--- src/rtl/bus_arb_pkg.sv ---
// Shared types for the serial-bus grant scheduler.
// Holds the arbiter state encoding and the bus mux select codes.
package bus_arb_pkg;

  typedef enum logic [1:0] {
    IDLE        = 2'b00,
    GRANT_I0    = 2'b01,
    GRANT_I1    = 2'b10,
    GRANT_SPLIT = 2'b11
  } arb_state_t;

  localparam logic [1:0] SEL_NONE  = 2'b00;
  localparam logic [1:0] SEL_I0    = 2'b01;
  localparam logic [1:0] SEL_I1    = 2'b10;
  localparam logic [1:0] SEL_SPLIT = 2'b11;

  function automatic logic [1:0] sel_of(
    input arb_state_t s
  );
    logic [1:0] r;
    r = SEL_NONE;
    unique case (s)
      IDLE:        r = SEL_NONE;
      GRANT_I0:    r = SEL_I0;
      GRANT_I1:    r = SEL_I1;
      GRANT_SPLIT: r = SEL_SPLIT;
      default:     r = SEL_NONE;
    endcase
    return r;
  endfunction

endpackage

--- src/rtl/arb_hold_timer.sv ---
// Saturating hold-time counter for the bus arbiter watchdog.
// Ports: clk, rst_n, clr_i (zero count), en_i (count a granted cycle), expire_o.
module arb_hold_timer #(
  parameter int unsigned HOLD_MAX = 256,
  parameter int unsigned CNT_W    = 9
) (
  input  logic clk,
  input  logic rst_n,
  input  logic clr_i,
  input  logic en_i,
  output logic expire_o
);

  // HOLD_MAX of zero disables expiry; the count then parks at zero.
  localparam int unsigned LIM =
    (HOLD_MAX > 0) ? HOLD_MAX - 1 : 0;
  localparam logic [CNT_W-1:0] LIM_C =
    CNT_W'(LIM);
  localparam logic ENABLED = (HOLD_MAX > 0);

  logic [CNT_W-1:0] cnt_q;
  logic [CNT_W-1:0] cnt_d;
  logic             at_max;

  assign at_max = (cnt_q == LIM_C);

  always_comb begin
    cnt_d = cnt_q;
    if (clr_i) begin
      cnt_d = '0;
    end else if (en_i && !at_max) begin
      cnt_d = cnt_q + 1'b1;
    end
  end

  always_ff @(posedge clk) begin
    if (!rst_n) begin
      cnt_q <= '0;
    end else begin
      cnt_q <= cnt_d;
    end
  end

  assign expire_o = ENABLED & en_i & at_max;

endmodule

--- src/rtl/rr_split_arbiter.sv ---
// Grant scheduler sharing the serial bus between two initiators and the split target.
// Ports: req_i_1/req_i_2/req_split/split_ack_in in; grants, sel, parked, timeout, busy out.
module rr_split_arbiter
  import bus_arb_pkg::*;
#(
  parameter int unsigned HOLD_MAX = 256,
  parameter int unsigned CNT_W    = 9
) (
  input  logic       clk,
  input  logic       rst_n,
  input  logic       req_i_1,
  input  logic       req_i_2,
  input  logic       req_split,
  input  logic       split_ack_in,
  output logic       grant_i_1,
  output logic       grant_i_2,
  output logic       grant_split,
  output logic [1:0] sel,
  output logic [1:0] parked,
  output logic       timeout,
  output logic       busy
);

  arb_state_t state_q;
  arb_state_t state_d;
  logic       rr_q;
  logic       rr_d;
  logic [1:0] parked_q;
  logic [1:0] parked_d;
  logic [1:0] lock_q;
  logic [1:0] lock_d;
  logic       to_q;
  logic       to_d;
  logic       g0_q;
  logic       g1_q;
  logic       gs_q;
  logic [1:0] sel_q;
  logic       busy_q;

  logic       expire;
  logic       elig0;
  logic       elig1;
  logic       in_grant;

  assign in_grant = (state_q != IDLE);

  // Every grant is entered from IDLE, so clearing in IDLE
  // gives a fresh count on each grant entry.
  arb_hold_timer #(
    .HOLD_MAX (HOLD_MAX),
    .CNT_W    (CNT_W)
  ) u_timer (
    .clk      (clk),
    .rst_n    (rst_n),
    .clr_i    (!in_grant),
    .en_i     (in_grant),
    .expire_o (expire)
  );

  assign elig0 = req_i_1 & ~parked_q[0] & ~lock_q[0];
  assign elig1 = req_i_2 & ~parked_q[1] & ~lock_q[1];

  always_comb begin
    state_d  = state_q;
    rr_d     = rr_q;
    parked_d = parked_q;
    lock_d   = lock_q;
    to_d     = 1'b0;
    if (!req_i_1) lock_d[0] = 1'b0;
    if (!req_i_2) lock_d[1] = 1'b0;
    unique case (state_q)
      IDLE: begin
        if (req_split && |parked_q) begin
          state_d = GRANT_SPLIT;
        end else if (elig0 && elig1) begin
          state_d = rr_q ? GRANT_I1 : GRANT_I0;
        end else if (elig0) begin
          state_d = GRANT_I0;
        end else if (elig1) begin
          state_d = GRANT_I1;
        end
      end
      GRANT_I0: begin
        if (split_ack_in && parked_q == 2'b00)
          parked_d[0] = 1'b1;
        if (!req_i_1) begin
          state_d = IDLE;
          rr_d    = 1'b1;
        end else if (expire) begin
          state_d   = IDLE;
          to_d      = 1'b1;
          rr_d      = 1'b1;
          lock_d[0] = 1'b1;
        end
      end
      GRANT_I1: begin
        if (split_ack_in && parked_q == 2'b00)
          parked_d[1] = 1'b1;
        if (!req_i_2) begin
          state_d = IDLE;
          rr_d    = 1'b0;
        end else if (expire) begin
          state_d   = IDLE;
          to_d      = 1'b1;
          rr_d      = 1'b0;
          lock_d[1] = 1'b1;
        end
      end
      GRANT_SPLIT: begin
        // A watchdog revoke keeps parked so the
        // split target has to re-request.
        if (!req_split) begin
          state_d  = IDLE;
          parked_d = 2'b00;
        end else if (expire) begin
          state_d = IDLE;
          to_d    = 1'b1;
        end
      end
      default: begin
        state_d = IDLE;
      end
    endcase
  end

  // Grant/sel/busy are flopped from the next state
  // so the bus muxes see glitch-free controls.
  always_ff @(posedge clk) begin
    if (!rst_n) begin
      state_q  <= IDLE;
      rr_q     <= 1'b0;
      parked_q <= 2'b00;
      lock_q   <= 2'b00;
      to_q     <= 1'b0;
      g0_q     <= 1'b0;
      g1_q     <= 1'b0;
      gs_q     <= 1'b0;
      sel_q    <= SEL_NONE;
      busy_q   <= 1'b0;
    end else begin
      state_q  <= state_d;
      rr_q     <= rr_d;
      parked_q <= parked_d;
      lock_q   <= lock_d;
      to_q     <= to_d;
      g0_q     <= (state_d == GRANT_I0);
      g1_q     <= (state_d == GRANT_I1);
      gs_q     <= (state_d == GRANT_SPLIT);
      sel_q    <= sel_of(state_d);
      busy_q   <= (state_d != IDLE);
    end
  end

  assign grant_i_1   = g0_q;
  assign grant_i_2   = g1_q;
  assign grant_split = gs_q;
  assign sel         = sel_q;
  assign parked      = parked_q;
  assign timeout     = to_q;
  assign busy        = busy_q;

endmodule

--- config.mk ---
export PLATFORM = sky130hd
export DESIGN_NAME = rr_split_arbiter
export DESIGN_NICKNAME = d
export VERILOG_FILES = /design/src/rtl/bus_arb_pkg.sv /design/src/rtl/arb_hold_timer.sv /design/src/rtl/rr_split_arbiter.sv
export SDC_FILE = /design/constraint.sdc
export NUM_CORES = 1
export LEC_CHECK = 0
export BUFFER_PORTS_ARGS = -buffer_cell sky130_fd_sc_hd__buf_2
export CAP_MARGIN = 20
export CORE_MARGIN = 4
export CORE_UTILIZATION = 55
export CTS_CLUSTER_SIZE = 8
export DETAILED_ROUTE_END_ITERATION = 8
export MAX_ROUTING_LAYER = met4
export PLACE_DENSITY = 0.77
export SYNTH_ARGS = -nofsm -noshare
export SYNTH_HDL_FRONTEND = slang
export SYNTH_SLANG_ARGS = --single-unit
--- constraint.sdc ---
create_clock -name clk -period 4.9 [get_ports clk]
set_clock_uncertainty 0.1 [all_clocks]
set_input_delay 1.47 -clock clk [delete_from_list [all_inputs] [get_ports clk]]
set_output_delay 1.47 -clock clk [all_outputs]
set_load 0.02 [all_outputs]
== After elaboration in Yosys (flattened, before gate mapping) ==
Index checks and enable logic that the tools add are counted.

* Mux-type cells: 33
* Bitwise gates (word level): 9
* Equal/unequal tests: 12
* $add $sub $neg: 1
* Reduce and logical (&&, ||, !) cells: 18

{| class="wikitable"
|+ Operator list
! cell !! count
|-
| 2-bit two-way mux || 10
|-
| 1-bit two-way mux || 17
|-
| 2-bit one-hot mux with 4 select lines || 2
|-
| 2-bit nonzero test || 5
|-
| 9-bit by 1-bit adder with 9-bit output (second input constant) || 1
|-
| 9-bit by 8-bit == test with 1-bit output (second input constant) || 1
|-
| 3-bit AND reduction || 3
|-
| 2-bit == test (second input constant) || 4
|-
| 2-bit logical NOT || 3
|-
| 2-bit != test (second input constant) || 3
|-
| 3-bit != test (second input constant) || 2
|-
| 1-bit one-hot mux with 2 select lines || 3
|-
| 1-bit bitwise AND || 5
|-
| 2-bit by 1-bit == test with 1-bit output (second input constant) || 2
|-
| 1-bit logical AND || 4
|-
| 1-bit inverter || 4
|-
| 1-bit one-hot mux with 3 select lines || 1
|-
| 2-bit AND reduction || 1
|-
| 2-bit OR reduction || 1
|-
| 1-bit logical NOT || 1
|}

* Output and inout port bits: 9
* Bits in registers: 23
* Logic and storage cells: 85

== Logic depth before layout (Yosys ltp) ==
* Word-level depth: 10
* Gate-level depth with buffers: 8
* Gate-level depth less buffers: 8

== Modules after synthesis ==
A second synthesis with hierarchy kept.

* Cell total of the unflattened synthesis: 112
* Area, all modules: 1014.7 um2

{| class="wikitable"
|+ Modules (own cells, without submodules)
! module !! times used !! cells an instance !! seq. area each (um2) !! area each (um2)
|-
| rr_split_arbiter || 1 || 62 || 280.3 || 578.1
|-
| arb_hold_timer || 1 || 50 || 180.2 || 436.7
|}

== Worst setup path before layout ==
OpenSTA, ideal clock, no wires.

* Path kind: input-to-reg
* Start point: in req_i_1
* End point: reg g1_q (netlist: grant_i_2)
* Required time: 4.685 ns
* Path slack: 2.117 ns
* Arrival time: 2.567 ns
* Stages on the path: 4
* Cells stage by stage: or3b_1 o211a_1 a311oi_4 and3b_1

* Cells in the longest elaborated chain, start to end: 7
* Elaborated cells on any way between the ends: 9

{| class="wikitable"
|+ RTL lines
! item !! line !! RTL
|-
| start: declaration || rr_split_arbiter.sv:11 || <nowiki>input logic req_i_1,</nowiki>
|-
| 1-bit bitwise AND (2 in series) || rr_split_arbiter.sv:60 || <nowiki>assign elig0 = req_i_1 & ~parked_q[0] & ~lock_q[0];</nowiki>
|-
| 2-bit two-way mux / 1-bit logical AND (equally long branches) || rr_split_arbiter.sv:77, rr_split_arbiter.sv:75 ||
|-
| 2-bit two-way mux || rr_split_arbiter.sv:75 || <nowiki>end else if (elig0 && elig1) begin</nowiki>
|-
| 2-bit two-way mux || rr_split_arbiter.sv:73 || <nowiki>if (req_split && |parked_q) begin</nowiki>
|-
| 2-bit one-hot mux with 4 select lines (*) || rr_split_arbiter.sv:71 || <nowiki>unique case (state_q)</nowiki>
|-
| 2-bit == test (*) || rr_split_arbiter.sv:147 || <nowiki>g1_q <= (state_d == GRANT_I1);</nowiki>
|-
| end signal: assignment || rr_split_arbiter.sv:147 ||
|-
| end: declaration || rr_split_arbiter.sv:35 || <nowiki>logic g1_q;</nowiki>
|}

Mark *: on every way between the ends. The rest lies on a longest branch, timed or not.
A chain may end at the register's enable or synchronous reset.

== Worst setup path after layout ==
* Start point: in req_i_1
* End point: reg gs_q (netlist: grant_split)

* Cells in the longest elaborated chain, start to end: 7
* Elaborated cells on any way between the ends: 9

{| class="wikitable"
|+ RTL lines
! item !! line !! RTL
|-
| 1-bit bitwise AND (2 in series) || rr_split_arbiter.sv:60 ||
|-
| 2-bit two-way mux / 1-bit logical AND (equally long branches) || rr_split_arbiter.sv:77, rr_split_arbiter.sv:75 ||
|-
| 2-bit two-way mux || rr_split_arbiter.sv:75 ||
|-
| 2-bit two-way mux || rr_split_arbiter.sv:73 ||
|-
| 2-bit one-hot mux with 4 select lines (*) || rr_split_arbiter.sv:71 ||
|-
| 2-bit == test (*) || rr_split_arbiter.sv:148 || <nowiki>gs_q <= (state_d == GRANT_SPLIT);</nowiki>
|-
| end signal: assignment || rr_split_arbiter.sv:148 ||
|-
| end: declaration || rr_split_arbiter.sv:36 || <nowiki>logic gs_q;</nowiki>
|}

Marked as above.

==> reports/qor.csv <==
metric,value,unit
crit path max fanout,6,
register area share after synthesis,46.5,%
cells after synthesis,107,
vias in the first global route,715,
status,"complete, no violations",
PwrDens,332,mW/mm2
Least-Margin Pin Slew,676,ps
Crit. End Element,register,
YS warnings,0,
post-cts resize count,0,
mux share of post-synthesis cell area,2.15,%
Congestion Overflow GR,0,
Synth Area in Simple Gates,27.4,%
Initial Util,58.0,%
DP Cell Count,142,
Fmax,0.359,GHz
adder-cell area share of the yosys netlist,2.53,%
max_slew headroom,54.6,%
Hold Crit Class,register to register,
delay of the slowest critical-path stage,500,ps
Vias,767,
Syn-to-layout area delta,11.2,%
1st-iter DRT viols,13,
maximum VDD drop,0.000270,V
Post-Route WL,1.68,mm
Synth Area in Compound Gates,12.4,%
Setup Buffers After CTS,0,
CP startpoint kind,input pin,
Pleak,0.424,nW
Tcrit/Tclk final,56.9,%
Die ar.,0.00254,mm2
Core ar.,0.00171,mm2
IO Pins,15,
CTS max path bufs,2,
first-pass GRT wire length,2.95,mm
max cap viols,0,
initial antenna violation count,0,
largest net degree at the start of global routing,15,
XOR/XNOR Fraction of Synth Area,6.19,%
largest family of logic cells by synthesized area,simple AND/OR/NAND/NOR gates,
Placer Congestion,0.861,
I/O Buffers,14,
Final Hold Viols,0,
Max Slew Vio Count,0,
Fin Setup TNS,0,ps
worst endpoint data arrival time,2910,ps
Clock transition at path regs,120,ps
dpl hpwl,1.28,mm
CP required,5020,ps
CP cell instances,buf_2 > or3b_1 > a2111oi_0 > a311oi_1 > nor3b_1,
Netlist cell types,35,
synthesis-stage register bit count,23,
drt first pass iters,4,
"non-filler cells, final",146,
Die Span Y,50.4,um
"slowest stage cell, crit path",a2111oi_0,
Syn Area/Cell,9.26,um2
RSZ-0062 raised after global routing,false,
drt drc,0,
Routed WL per cell,11.5,um
"Hold-fix buffers, CTS",0,
critical path class,input pin to register,
Die W,50.4,um
Global Route Usage Sum,15.8,%
antenna-violating nets left,0,
setup violators final,0,
clk_lat worst skew,300,ps
htree depth,1,
Nets,130,
drt via density,5.25,
Final min period,2790,ps
CTS tree,built,
Inserted Clock Buffers,3,
layout cell share with drive strength beyond 1,17.4,%
FP Rows,15,
Post-Syn Area,991,um2
Synth Net Count,115,
# fillers,147,
antenna cells,0,
clock sink count,23,
clock root buffer,clkbuf_4,
## cell type report
type / count / area [um2] / area share [%]
repair buffers: 14 / 70.1 / 6.36
clock buffers: 3 / 22.5 / 2.04
flip-flops and latches: 23 / 460 / 41.8
well taps: 25 / 31.3 / 2.84
multi-input cells: 77 / 502 / 45.5
inverters: 3 / 11.3 / 1.02
clock inverters: 1 / 5.00 / 0.454
## routing by layer
layer,up-vias,GRT usage [%],share of wire [%]
li1,399,-,-
met1,351,17.2,44
met2,12,26.7,50
met3,5,2.97,3.7
met4,0,9.42,2.2
met5,-,-,0
## layout by cell type (no fill, tap or decap), drive strengths merged, types with 2 or more instances in the layout
| master | n |
|---|---|
| nor4 | 3 |
| dfxtp | 23 |
| ha | 2 |
| o21ai | 3 |
| clkbuf | 3 |
| inv | 3 |
| nor2 | 15 |
| and3b | 2 |
| xnor2 | 6 |
| nand3 | 3 |
| buf | 14 |
| nor2b | 9 |
| a21oi | 4 |
| nand2 | 8 |
| nor3b | 3 |
| nor3 | 2 |
| a311oi | 2 |
## report_power, final
part,internal [mW],leakage [nW],switching [mW],total (mW)
clock network,0.0305,0.0177,0.0533,0.0838
registers,0.201,0.187,0.0119,0.212
logic,0.0279,0.219,0.0421,0.0699
total,0.259,0.424,0.107,0.366
## registers in the layout, indices dropped and copies added (netlist names), 2 cells and up
name and count:
sel 2, u_timer.cnt_q 9, lock_q 2, parked 2
state_q 2
## cells in the mapped netlist
master / count / area share, %
a2111oi_0: 1 / 0.88
a211oi_1: 1 / 0.76
a21boi_0: 1 / 0.76
a21oi_1: 4 / 2.0
a311oi_1: 1 / 0.88
a311oi_4: 1 / 2.7
a32oi_1: 1 / 0.88
and3b_1: 2 / 1.8
buf_1: 1 / 0.38
buf_2: 2 / 1.0
clkbuf_1: 1 / 0.38
dfxtp_1: 23 / 46
ha_1: 2 / 2.5
inv_1: 3 / 1.1
mux2_2: 1 / 1.1
mux2i_1: 1 / 1.0
nand2_1: 8 / 3.0
nand2b_1: 1 / 0.63
nand3_1: 3 / 1.5
nand3b_1: 1 / 0.76
nand4_1: 1 / 0.63
nor2_1: 15 / 5.7
nor2b_1: 9 / 5.7
nor3_1: 2 / 1.0
nor3b_1: 3 / 2.3
nor4_1: 3 / 1.9
nor4b_1: 1 / 0.88
o211a_1: 1 / 1.0
o21ai_0: 2 / 1.0
o21ai_1: 1 / 0.50
o21ba_2: 1 / 1.0
or2b_1: 1 / 0.76
or3b_1: 1 / 0.88
xnor2_1: 6 / 5.3
xor2_1: 1 / 0.88
## worst max-delay path: cells and delay by family
family	cells	cell delay (ps)
simple gates	2	620
buf+inv	1	100
compound gates	2	710
## worst paths after layout
kind / from / end / slack [ps] / cells after the start
hold reg to reg: u_timer.cnt_q[8] / u_timer.cnt_q[8] / 400 / 2
setup reg to reg: u_timer.cnt_q[0] / grant_i_1 / 2340 / 7
hold / removal: u_timer.cnt_q[8] / u_timer.cnt_q[8] / 400 / 2
setup / recovery: req_i_1 / grant_split / 2110 / 5
## metrics by stage
stage	utilization (%)	setup WS [ps]	cell area (um2)	power (mW)	hold slack (ps)
finish	64.5	2110	1100	0.366	400
global route	64.5	2000	1100	0.387	437
CTS	64.5	2120	1100	0.371	410
detailed placement	62.9	1790	1070	0.287	381
global placement	62.9	1960	1070	0.285	362
floorplan	-	2120	991	0.267	332
## cells by family after synthesis
kind of cell    after synthesis
simple gates                 51
flops                        23
compound gates               15
xor+xnor                      7
buf+inv                       7
mux                           2
fa+ha+maj                     2
No activity file was read; power rests on OpenSTA's default activity.
